===== src/rtl/avl_arbiter2.sv =====
// Two-master Avalon-MM round-robin arbiter onto one slave port; optional AVL_ARB_LOCK_EN adds m0_lock/m1_lock.
// Latency: one registered arbitration cycle before the slave strobe, then slave-paced (minimum 2 cycles per transfer).
// Backpressure: the granted master sees avl_waitrequest and the other master is held with waitrequest=1.
module avl_arbiter2 #(
    parameter int DATA_WIDTH = 32,
    parameter int ADDR_WIDTH = 32
) (
    input  logic                    clk,
    input  logic                    reset,
    input  logic [ADDR_WIDTH-1:0]   m0_address,
    input  logic [DATA_WIDTH/8-1:0] m0_byteenable,
    input  logic                    m0_read,
    input  logic                    m0_write,
    input  logic [DATA_WIDTH-1:0]   m0_writedata,
    output logic [DATA_WIDTH-1:0]   m0_readdata,
    output logic                    m0_waitrequest,
    input  logic [ADDR_WIDTH-1:0]   m1_address,
    input  logic [DATA_WIDTH/8-1:0] m1_byteenable,
    input  logic                    m1_read,
    input  logic                    m1_write,
    input  logic [DATA_WIDTH-1:0]   m1_writedata,
    output logic [DATA_WIDTH-1:0]   m1_readdata,
    output logic                    m1_waitrequest,
`ifdef AVL_ARB_LOCK_EN
    input  logic                    m0_lock,
    input  logic                    m1_lock,
`endif
    output logic [ADDR_WIDTH-1:0]   avl_address,
    output logic [DATA_WIDTH/8-1:0] avl_byteenable,
    output logic                    avl_read,
    output logic                    avl_write,
    output logic [DATA_WIDTH-1:0]   avl_writedata,
    input  logic [DATA_WIDTH-1:0]   avl_readdata,
    input  logic                    avl_waitrequest
);

    typedef enum logic [1:0] {IDLE, GNT0, GNT1} state_t;

    state_t state;
    logic   last_gnt;
    logic   req0, req1;
    logic   hold0, hold1;

    assign req0 = m0_read | m0_write;
    assign req1 = m1_read | m1_write;

`ifdef AVL_ARB_LOCK_EN
    assign hold0 = m0_lock;
    assign hold1 = m1_lock;
`else
    assign hold0 = 1'b0;
    assign hold1 = 1'b0;
`endif

    always_ff @(posedge clk) begin
        if (reset) begin
            state    <= IDLE;
            last_gnt <= 1'b1;
        end else begin
            case (state)
                IDLE: begin
                    // On a tie the master that did not win last time goes next.
                    if (req0 && (!req1 || last_gnt)) begin
                        state    <= GNT0;
                        last_gnt <= 1'b0;
                    end else if (req1) begin
                        state    <= GNT1;
                        last_gnt <= 1'b1;
                    end
                end
                GNT0: begin
                    if (!req0)
                        state <= IDLE;
                    else if (!avl_waitrequest && !hold0)
                        state <= IDLE;
                end
                GNT1: begin
                    if (!req1)
                        state <= IDLE;
                    else if (!avl_waitrequest && !hold1)
                        state <= IDLE;
                end
                default: state <= IDLE;
            endcase
        end
    end

    assign m0_readdata = avl_readdata;
    assign m1_readdata = avl_readdata;

    always_comb begin
        avl_address    = '0;
        avl_byteenable = '0;
        avl_read       = 1'b0;
        avl_write      = 1'b0;
        avl_writedata  = '0;
        m0_waitrequest = 1'b1;
        m1_waitrequest = 1'b1;
        case (state)
            GNT0: begin
                avl_address    = m0_address;
                avl_byteenable = m0_byteenable;
                avl_read       = m0_read;
                avl_write      = m0_write;
                avl_writedata  = m0_writedata;
                m0_waitrequest = avl_waitrequest;
            end
            GNT1: begin
                avl_address    = m1_address;
                avl_byteenable = m1_byteenable;
                avl_read       = m1_read;
                avl_write      = m1_write;
                avl_writedata  = m1_writedata;
                m1_waitrequest = avl_waitrequest;
            end
            default: ;
        endcase
    end

endmodule


===== config.mk =====
export PLATFORM = sky130hd
export DESIGN_NAME = avl_arbiter2
export DESIGN_NICKNAME = d
export VERILOG_FILES = /design/src/rtl/avl_arbiter2.sv
export SDC_FILE = /design/constraint.sdc
export NUM_CORES = 1
export LEC_CHECK = 0
export CAP_MARGIN = 10
export CORE_AREA = 2 2 121 123
export CTS_BUF_LIST = sky130_fd_sc_hd__clkbuf_8
export DETAILED_ROUTE_END_ITERATION = 8
export DIE_AREA = 0 0 123 125
export GPL_TIMING_DRIVEN = 1
export PLACE_DENSITY = 0.6
export SLEW_MARGIN = 20
export SYNTH_ARGS = -nofsm -noshare
export SYNTH_HDL_FRONTEND = slang
export SYNTH_SLANG_ARGS = --single-unit

===== constraint.sdc =====
create_clock -name clk -period 2.46 [get_ports clk]
set_clock_uncertainty 0.1 [all_clocks]
set_input_delay 0.369 -clock clk [delete_from_list [all_inputs] [get_ports clk]]
set_output_delay 0.369 -clock clk [all_outputs]
set_load 0.01 [all_outputs]

==> results of run 1 <==
-- per-layer routing --
metal / global-route usage / routed length (µm) / vias up / part of all wire
met5: 0 / 0 / - / 0
met2: 0.196 / 4250 / 144 / 0.49
met4: 0.0428 / 340 / 0 / 0.039
met1: 0.103 / 3100 / 1072 / 0.36
met3: 0.0219 / 915 / 34 / 0.11
li1: - / - / 1131 / -
-- power groups by stage --
stage / logic [W] / registers [W] / clock network (W)
after CTS: 0.00114 / 0.0000705 / 0.000145
after global routing: 0.00121 / 0.0000741 / 0.000149
after global placement: 0.00104 / 0.0000661 / 0
after floorplan: 0.000600 / 0.0000648 / 0
final: 0.00113 / 0.0000722 / 0.000141
after detailed placement: 0.00106 / 0.0000670 / 0
-- layout make-up --
class,instances,share of cell area
multi-input combinational,166,0.305
timing repair buffer,223,0.606
inverter,3,0.00349
clock inverter,1,0.000952
sequential,3,0.0165
tap,184,0.0584
clock buffer,3,0.0105
-- repair_timing --
item                       4_1_cts  5_1_grt
setup endpoints to repair       56       33
resized for setup               13       24
gates cloned                     2        0
pin swaps                        0        0
-- stage by stage --
stage               hold slack [ps]  total power (W)  utilization
floorplan                       338         0.000665            -
global placement                401          0.00111        0.262
detailed placement              419          0.00112        0.262
CTS                             417          0.00136        0.273
global route                    456          0.00144        0.278
finish                          426          0.00134        0.278
-- worst max path at each step --
| stage | startpoint | end | slack [ps] | cells past startpoint |
|---|---|---|---|---|
| after floorplan | state[0] | avl_address[0] | 740 | 4 |
| after global placement | state[1] | avl_address[26] | 140 | 5 |
| after detailed placement | state[1] | avl_address[26] | 80 | 5 |
| after CTS | state[0] | avl_address[1] | 5 | 7 |
| after global routing | state[0] | avl_writedata[29] | 8 | 6 |
| final | state[1] | avl_writedata[29] | 60 | 6 |
-- logic make-up (layout without fill, tap and decap cells) --
kind of cell	Yosys count	in the layout
AOI/OAI and AO/OA	82	82
and+or+nand+nor	79	79
buffers and inverters	90	230
DFF	3	3
adders and majority gates	5	5
-- flip-flops by register name, summed over array words and instances (netlist names) --
signal    count
last_gnt      1
state         2
-- layout by cell type, fill, tap and decap left out, types with 2 or more instances in the layout --
cell             synthesis  routed
clkdlybuf4s50_1          0     191
buf_12                   0       6
o21bai_1                 2       2
nor2_1                   2       2
nor2b_1                 70      68
o21ai_1                  2       2
a22oi_1                 70      70
nand2_1                  3       3
dlymetal6s2s_1           0      22
ha_4                     0       3
a21oi_1                  3       3
nor2b_2                  0       2
clkbuf_8                 0       3
bufbuf_16                0       2
ha_1                     5       2
nand2b_1                 2       2
inv_1                    3       2
-- worst register-to-register path, cell delays in order, from the launching register on --
cell and delay, ps:
dfxtp_2 350, inv_2 110, ha_4 200, buf_12 200, o21ai_1 110, nand2_1 70
a32oi_1 110, o41ai_2 230
==> results.py, run 1 <==
metrics = {
    "outcome": {
        "status": "complete, no violations",
    },
    "power_and_ir_drop": {
        "p_seq_frac": 0.054,
        "swShare": 0.365,
        "p_switching_w": 0.000490,
        "p_leak_nw": 1.62,
        "p_int_w": 0.000853,
        "ir_worst_vdd_v": 0.000199,
        "p_comb_frac": 0.841,
        "powerDensity_mw_per_mm2": 340,
        "p_clk_frac": 0.105,
    },
    "hold_path": {
        "worstHoldEndpoint": "state[0]",
        "hp-class": "reg2reg",
        "hold_start": "state[0]",
        "worstHoldPathCells": 2,
    },
    "logic_synthesis": {
        "seq_area_frac_synth": 0.0329,
        "synth_edf_count": 0,
        "synth_cells": 259,
        "async_reset_ff_frac": 0,
        "synth-compound-area-share": 0.336,
        "synth_area_per_cell_um2": 7.05,
        "yosysWarnings": 0,
        "synth_xor_area_frac": 0,
        "synth_fa_ha_area_frac": 0.0343,
        "synth_nets": 439,
        "synth_area_mm2": 0.00183,
        "yosys.area.top_type_share": 0.288,
        "synth_mux_area_frac": 0,
        "synth_cell_types": 22,
        "ys_ff_latch": 3,
        "synthTopCellsByCount": "a22oi_1 (70), nor2b_1 (70), buf_4 (65)",
        "ys_top_cells_by_area": "a22oi_1 (29%), buf_4 (27%), nor2b_1 (24%)",
        "synth_top_area_cell": "a22oi_1",
        "synth-main-ff-cell": "dfxtp_1",
        "synth_top_family_by_area": "compound AO/OA/AOI/OAI gates",
        "yosys.area_share.simple": 0.265,
    },
    "critical_path": {
        "path_delay_family": "buffers and inverters",
        "worstSetupStartpointType": "flop",
        "r2r_slack_ps": 850,
        "crit_chain": "inv_2 -> ha_4 -> bufbuf_16 -> a22oi_1 -> nor2b_1 -> clkdlybuf4s50_1",
        "cpPeakStageDelay_ps": 540,
        "r2r_start": "state[1]",
        "cp_max_fo": 18,
        "cp.required_ps": 1990,
        "rr_worst_depth": 7,
        "r2r_end": "state[1]",
        "crit_buf_inv": 3,
        "criticalPathCategory": "reg2out",
        "cp.arrival_ps": 1940,
        "worstSetupEndpointType": "output pin",
        "critPathSlowestCell": "clkdlybuf4s50_1",
    },
    "clock_network": {
        "cts_buffers": 3,
        "cts_sinks": 3,
        "clock_latency_ps": 220,
        "cts-root-buf": "clkbuf_8",
        "cts-hold-fix-buffers": 0,
        "cts_setup_buffers": 0,
        "cts_buffer_depth": 2,
        "htree_levels": 1,
        "cts_tree": "built",
        "clkTransAtPathRegs_ps": 30,
    },
    "sta": {
        "maxSlewViolCount": 0,
        "fmax_mhz": 416,
        "hold_viol": 0,
        "relSlewSlack": 0.828,
        "period_share": 0.977,
        "min_period_ps": 2400,
        "worst_pin_slew_ps": 255,
        "setup_tns_ps": 0,
        "setup-violations-final": 0,
        "fin_ws_ps": 55.4,
        "rsz0062_at_grt": "no",
    },
    "cells_and_area": {
        "drive_above_1_share": 0.0576,
        "layout.area.seq_um2": 65.1,
        "fillers": 1520,
        "area_delta_synth_final_pct": 116,
        "fin_nets": 580,
        "multiInputGateArea_mm2": 0.00120,
        "n_antenna_cell": 0,
        "stdcell_area_mm2": 0.00394,
        "final_cells": 583,
    },
    "global_routing": {
        "grt_pass1_wl_um": 12400,
        "grt_util_all_layers": 0.102,
        "grt_pass1_vias": 2401,
        "grt_overflow_total": 0,
        "antenna_found_initial": 0,
        "grt_max_degree": 37,
    },
    "placed_design": {
        "routabilityCongestion": 0.709,
        "dpl_cell_area_mm2": 0.00372,
        "place_ws_ps": 81.8,
        "dp_cells": 577,
        "place_hpwl_um": 6690,
        "numPortBuffers": 214,
    },
    "drt": {
        "viasPerCell": 4.08,
        "drt_iter0_markers": 84,
        "wl_per_cell_um": 14.8,
        "wl_um": 8610,
        "postRouteAntennaNets": 0,
        "num_vias": 2381,
        "drc": 0,
        "dr.pass1.iters": 4,
    },
    "floorplanning": {
        "die_w_um": 123,
        "die_area_mm2": 0.0154,
        "num_rows": 44,
        "ios": 311,
        "start_util": 0.129,
        "dieHeight_um": 125,
        "design.core.area_mm2": 0.0142,
    },
    "flow_run": {
        "cap_violations": 0,
    },
}
Power figures use the tool's default switching activity.
==> run 2: changes to the inputs <==
Settings changed: CAP_MARGIN 10 to 20.
==> results of run 2 <==
The final DEF is identical to that of run 1; final timing and power are the same.
